[src/rtl/atm_pkg.sv]
// Shared types and constants for the ATM deposit accumulator.
// Holds the FSM state encoding, the money width and the default session limits.
package atm_pkg;

  localparam int MONEY_W = 16;
  localparam int AMT_W   = 8;
  localparam int CNT_W   = 4;

  localparam int                 DEF_STABLE_CYCLES = 4;
  localparam logic [MONEY_W-1:0] DEF_MAX_TOTAL     = 16'd9999;
  localparam logic [AMT_W-1:0]   DEF_MAX_BILLS     = 8'd50;

  typedef enum logic [1:0] {
    IDLE     = 2'd0,
    QUAL     = 2'd1,
    WAIT_REL = 2'd2,
    SETTLE   = 2'd3
  } state_t;

endpackage

[src/rtl/atm_bill_qualifier.sv]
// Capture register and stability counter for incoming bill values.
// The top FSM decides when to load, advance or clear; this block holds the state.
module atm_bill_qualifier
  import atm_pkg::*;
#(
  parameter int STABLE_CYCLES = DEF_STABLE_CYCLES
) (
  input  logic             clk,
  input  logic             rst_n,
  input  logic             load,
  input  logic             inc,
  input  logic             clr,
  input  logic [AMT_W-1:0] amount,
  output logic [AMT_W-1:0] cap,
  output logic [CNT_W-1:0] cnt,
  output logic             same,
  output logic             ripe
);

  localparam logic [CNT_W-1:0] LAST = CNT_W'(STABLE_CYCLES - 1);

  always_ff @(posedge clk) begin
    if (!rst_n) begin
      cap <= '0;
      cnt <= '0;
    end else if (clr) begin
      cnt <= '0;
    end else if (load) begin
      cap <= amount;
      cnt <= CNT_W'(1);
    end else if (inc) begin
      cnt <= cnt + CNT_W'(1);
    end
  end

  assign same = (amount == cap);
  // The next matching sample is the one that completes qualification.
  assign ripe = (cnt == LAST);

endmodule

[src/rtl/atm_deposit_accumulator.sv]
// Session accumulator for an ATM bill acceptor: qualifies bills, enforces limits,
// and commits or refunds the running total on confirm/cancel.
module atm_deposit_accumulator
  import atm_pkg::*;
#(
  parameter int                 STABLE_CYCLES = DEF_STABLE_CYCLES,
  parameter logic [MONEY_W-1:0] MAX_TOTAL     = DEF_MAX_TOTAL,
  parameter logic [AMT_W-1:0]   MAX_BILLS     = DEF_MAX_BILLS
) (
  input  logic               clk,
  input  logic               rst_n,
  input  logic [AMT_W-1:0]   amount,
  input  logic               multi_err,
  input  logic               confirm,
  input  logic               cancel,
  output logic [MONEY_W-1:0] total,
  output logic [AMT_W-1:0]   bill_count,
  output logic               accept,
  output logic               reject,
  output logic               deposit_done,
  output logic               refund,
  output logic [MONEY_W-1:0] result_amount,
  output logic               err_led
);

  state_t             state, state_nxt;
  logic [MONEY_W-1:0] total_nxt, result_nxt;
  logic [AMT_W-1:0]   count_nxt;
  logic               accept_nxt, reject_nxt, done_nxt, refund_nxt;
  logic               q_load, q_inc, q_clr, q_same, q_ripe;
  logic [AMT_W-1:0]   q_cap;
  logic [CNT_W-1:0]   q_cnt;
  logic [MONEY_W:0]   sum;
  logic               fits;

  atm_bill_qualifier #(.STABLE_CYCLES(STABLE_CYCLES)) u_qual (
    .clk    (clk),
    .rst_n  (rst_n),
    .load   (q_load),
    .inc    (q_inc),
    .clr    (q_clr),
    .amount (amount),
    .cap    (q_cap),
    .cnt    (q_cnt),
    .same   (q_same),
    .ripe   (q_ripe)
  );

  // One extra bit so an over-limit sum is caught instead of wrapping.
  assign sum  = {1'b0, total} + {{(MONEY_W + 1 - AMT_W){1'b0}}, q_cap};
  assign fits = (sum <= {1'b0, MAX_TOTAL}) && (bill_count < MAX_BILLS);

  always_ff @(posedge clk) begin
    if (!rst_n) begin
      state         <= IDLE;
      total         <= '0;
      bill_count    <= '0;
      result_amount <= '0;
      accept        <= 1'b0;
      reject        <= 1'b0;
      deposit_done  <= 1'b0;
      refund        <= 1'b0;
      err_led       <= 1'b0;
    end else begin
      state         <= state_nxt;
      total         <= total_nxt;
      bill_count    <= count_nxt;
      result_amount <= result_nxt;
      accept        <= accept_nxt;
      reject        <= reject_nxt;
      deposit_done  <= done_nxt;
      refund        <= refund_nxt;
      err_led       <= multi_err;
    end
  end

  always_comb begin
    state_nxt  = state;
    total_nxt  = total;
    count_nxt  = bill_count;
    result_nxt = result_amount;
    accept_nxt = 1'b0;
    reject_nxt = 1'b0;
    done_nxt   = 1'b0;
    refund_nxt = 1'b0;
    q_load     = 1'b0;
    q_inc      = 1'b0;
    q_clr      = 1'b0;

    // Cancel outranks confirm and any bill completing in the same cycle.
    if (cancel && state != SETTLE) begin
      result_nxt = total;
      refund_nxt = 1'b1;
      total_nxt  = '0;
      count_nxt  = '0;
      q_clr      = 1'b1;
      state_nxt  = SETTLE;
    end else begin
      case (state)
        IDLE: begin
          if (confirm && total != '0) begin
            result_nxt = total;
            done_nxt   = 1'b1;
            total_nxt  = '0;
            count_nxt  = '0;
            state_nxt  = SETTLE;
          end else if (amount != '0 && !multi_err) begin
            q_load    = 1'b1;
            state_nxt = QUAL;
          end
        end
        QUAL: begin
          if (amount == '0 || multi_err) begin
            q_clr     = 1'b1;
            state_nxt = IDLE;
          end else if (!q_same) begin
            q_load = 1'b1;
          end else if (q_ripe) begin
            q_clr     = 1'b1;
            state_nxt = WAIT_REL;
            if (fits) begin
              total_nxt  = sum[MONEY_W-1:0];
              count_nxt  = bill_count + AMT_W'(1);
              accept_nxt = 1'b1;
            end else begin
              reject_nxt = 1'b1;
            end
          end else begin
            q_inc = 1'b1;
          end
        end
        WAIT_REL: begin
          if (amount == '0 && !multi_err) state_nxt = IDLE;
        end
        SETTLE: begin
          if (!confirm && !cancel && amount == '0) state_nxt = IDLE;
        end
        default: state_nxt = IDLE;
      endcase
    end
  end

endmodule

[config.mk]
export PLATFORM = sky130hd
export DESIGN_NAME = atm_deposit_accumulator
export DESIGN_NICKNAME = d
export VERILOG_FILES = /design/src/rtl/atm_pkg.sv /design/src/rtl/atm_bill_qualifier.sv /design/src/rtl/atm_deposit_accumulator.sv
export SDC_FILE = /design/constraint.sdc
export NUM_CORES = 1
export LEC_CHECK = 0
export BUFFER_PORTS_ARGS = -buffer_cell sky130_fd_sc_hd__buf_2
export CORE_ASPECT_RATIO = 1.1
export CORE_MARGIN = 8
export CORE_UTILIZATION = 33
export DETAILED_ROUTE_END_ITERATION = 7
export HOLD_SLACK_MARGIN = 0.12
export MAX_ROUTING_LAYER = met4
export PLACE_DENSITY = 0.48
export SKIP_LAST_GASP = 1
export SYNTH_ARGS = -nofsm -noshare
export SYNTH_HDL_FRONTEND = slang
export SYNTH_HIERARCHICAL = 1
export SYNTH_SLANG_ARGS = --single-unit
[constraint.sdc]
create_clock -name clk -period 5.8 [get_ports clk]
set_input_delay 1.16 -clock clk [delete_from_list [all_inputs] [get_ports clk]]
set_output_delay 1.16 -clock clk [all_outputs]
set_load 0.03 [all_outputs]
==> run metrics <==
result of the run complete, no violations; Die Y about 120 µm; largest cells by area after synthesis dfxtp_1 (36%), mux2i_1 (7.9%), nor2_1 (4.4%); number of enable flip-flop cells after synthesis 0; initial antenna violation count 0; Post-CTS Setup Bufs 0; CTS max path bufs 2; TritonCTS clock tree built; Setup crit end kind register; GR Util met2 0.2282; clock skew after layout between 0.002 and 0.003 ns; largest net degree at the start of global routing 22; sequential cell area fraction in the yosys report 0.3604; Hold Vio Cnt, Final 0; First-pass DRT Iterations 4; Final setup viols 0; Startpoint Class register; RSZ-0062 raised after global routing no; total grt overflow 0; # DRC 0; Num CTS Buffers 9; final core area utilization 0.3918; WP data required between 6 and 7 ns; total core area 9747 µm²; antenna diode count 0; Clock Latency Late Sink 0.34 ns; die width between 100 and 150 µm; fmax about 0.26 GHz; fin crit share 0.6517; GRT met1 Usage 0.1661; Initial Utilization 0.3362; post-layout min period approximately 3.8 ns; worst slew pin tran roughly 0.9 ns; max_cap viols 0; setup TNS 0 ns; Tot Pwr roughly 0.00087 W; clk slew on worst S/H paths approximately 0.070 ns; WP data arrival ~4 ns; GRT Total Usage 0.1416; Via Count about 2800; final WL around 9100 µm; top_reg_cell synth dfxtp_1; biggest area consumer among synthesized cells dfxtp_1; H-tree levels 3; cts hold-fix bufs 0; met3 Use GR 0.02774; Yosys cell types 60; Die ar. roughly 13000 µm²; hold_ws just under 0.5 ns; vias in the first global route around 2800; # rows 38; Sink Count 59; Warnings, synthesis 6; synthesized flop and latch total a little under 60; Worst Hold Class register to register; # IOs 58; area delta synth->final 16.53%; dpl hpwl roughly 6800 µm; max-slew violation count 0; Yosys top cell area share 0.3604; Post-Syn Instances 365; Synth Net Count between 300 and 400; PostCTS Resize Cnt 0; headroom to the max-slew limit 0.3952; vias per inst around 5.2; share of layout cells above drive strength 1 0.2328; Avg Inst Size Synth around 9 µm²; CTS root buf clkbuf_8; Peak VDD IR 0.0001145 V; P_leak 1.675 nW; Top Usage Layer GRT met2; WS Path Type register to register; routability cong. 0.8110; CP max FO 14; # nets final 440; Final ANT Viol Nets 0; pwr dens ~230 nW/µm²; first-pass GRT wire length about 15000 µm; routed length per instance ~17 µm; DR iter-0 viols between 100 and 150; asr flop ratio synth 0; Post-Syn Area 3277 µm²; number of port buffers between 50 and 60
## placed cells by master (no fill, tap or decap), types with 9 or more instances in the layout
cell type   n
nand2_1    27
inv_1       9
a21oi_1    18
xnor2_1    12
mux2i_1    26
clkbuf_8   10
nand2b_1    9
dfxtp_1    59
nor2b_1    10
ha_1       10
o21ai_0    17
buf_2      57
nor2_1     38
## area by class of cell
class                      instances  area, µm²
sequential                        59       1181
clock buffer                      11      141.4
clock inverter                     5      52.55
tap                              120      150.1
fill                            1013       5928
multi-input combinational        279       1967
timing repair buffer              58      292.8
inverter                           9      33.78
## path summary, 6_finish.rpt
check,cells past startpoint,from,slack [ns],endpoint
min reg2reg,2,result_amount[7],0.49,result_amount[7]
max,11,u_qual/cap[0],2.02,total[10]
max reg2reg,11,u_qual/cap[0],2.02,total[10]
min,2,result_amount[7],0.49,result_amount[7]
## per-stage QoR
step / setup WS [ns] / area (µm²) / std cells
after floorplan: 2.739 / 3277 / 365
after global placement: 1.965 / 3625 / 525
after detailed placement: 1.866 / 3625 / 525
after CTS: 1.997 / 3819 / 541
after global routing: 1.707 / 3819 / 541
final: 2.020 / 3819 / 541
## cells in the mapped netlist, types with 2 or more instances
cell      instances
ha_1             10
nor3b_1           2
and3_1            4
o2111a_1          2
a21o_1            2
o211ai_1          3
nand2_1          27
a21oi_1          18
clkbuf_1          7
nor4_1            4
buf_6             2
a211oi_1          3
a211oi_2          2
nand3b_1          8
nor2b_1          10
o31ai_1           4
xor2_1            5
inv_1             9
a21oi_2           3
nor2_1           38
buf_4             2
mux2_2            2
dfxtp_1          59
mux2i_1          26
a31oi_1           4
and2_1            6
nand2b_1          9
o21ai_1           7
o211a_1           2
nand4_1           6
buf_2             6
or4_1             3
a41oi_1           2
nand3_1           8
nor3_1            2
xnor2_1          12
a31oi_2           7
o21ai_0          17
## where the power goes
group	switching [W]	internal (W)	total, W
Sequential	0.00000865	0.000410	0.000419
Combinational	0.0000444	0.0000287	0.0000731
Clock	0.000172	0.000208	0.000380
Total	0.000225	0.000647	0.000872
## layer usage
layer	share of wire	up-vias
li1	-	1419
met1	0.45	1329
met2	0.47	75
met3	0.046	14
met4	0.027	0
met5	0	-
## logic make-up after synthesis
kind of cell / after synthesis / synth area share
and+or+nand+nor: 136 / 0.2238
AOI/OAI and AO/OA: 86 / 0.1943
DFF: 59 / 0.3604
muxes: 28 / 0.08629
buffers and inverters: 27 / 0.04047
xor gates and xnor gates: 18 / 0.05040
adders and majority gates: 11 / 0.04429
## state kept, by name, summed over array words and instances (netlist names), 2 cells and up
register and cells:
total 16, result_amount 16, u_qual/cap 8, state 2, bill_count 8, u_qual/cnt 4
## worst max-delay path, stage by stage (launching register included)
cell	delay, ns
dfxtp_1	0.42
ha_1	0.25
inv_1	0.07
fa_1	0.38
nand2b_1	0.23
a21oi_2	0.27
o2111a_1	0.28
mux2i_1	0.26
o31ai_1	0.13
a211oi_2	0.72
nand2b_1	0.50
a31oi_2	0.14
Note: power is estimated with default switching activity, not from simulation.
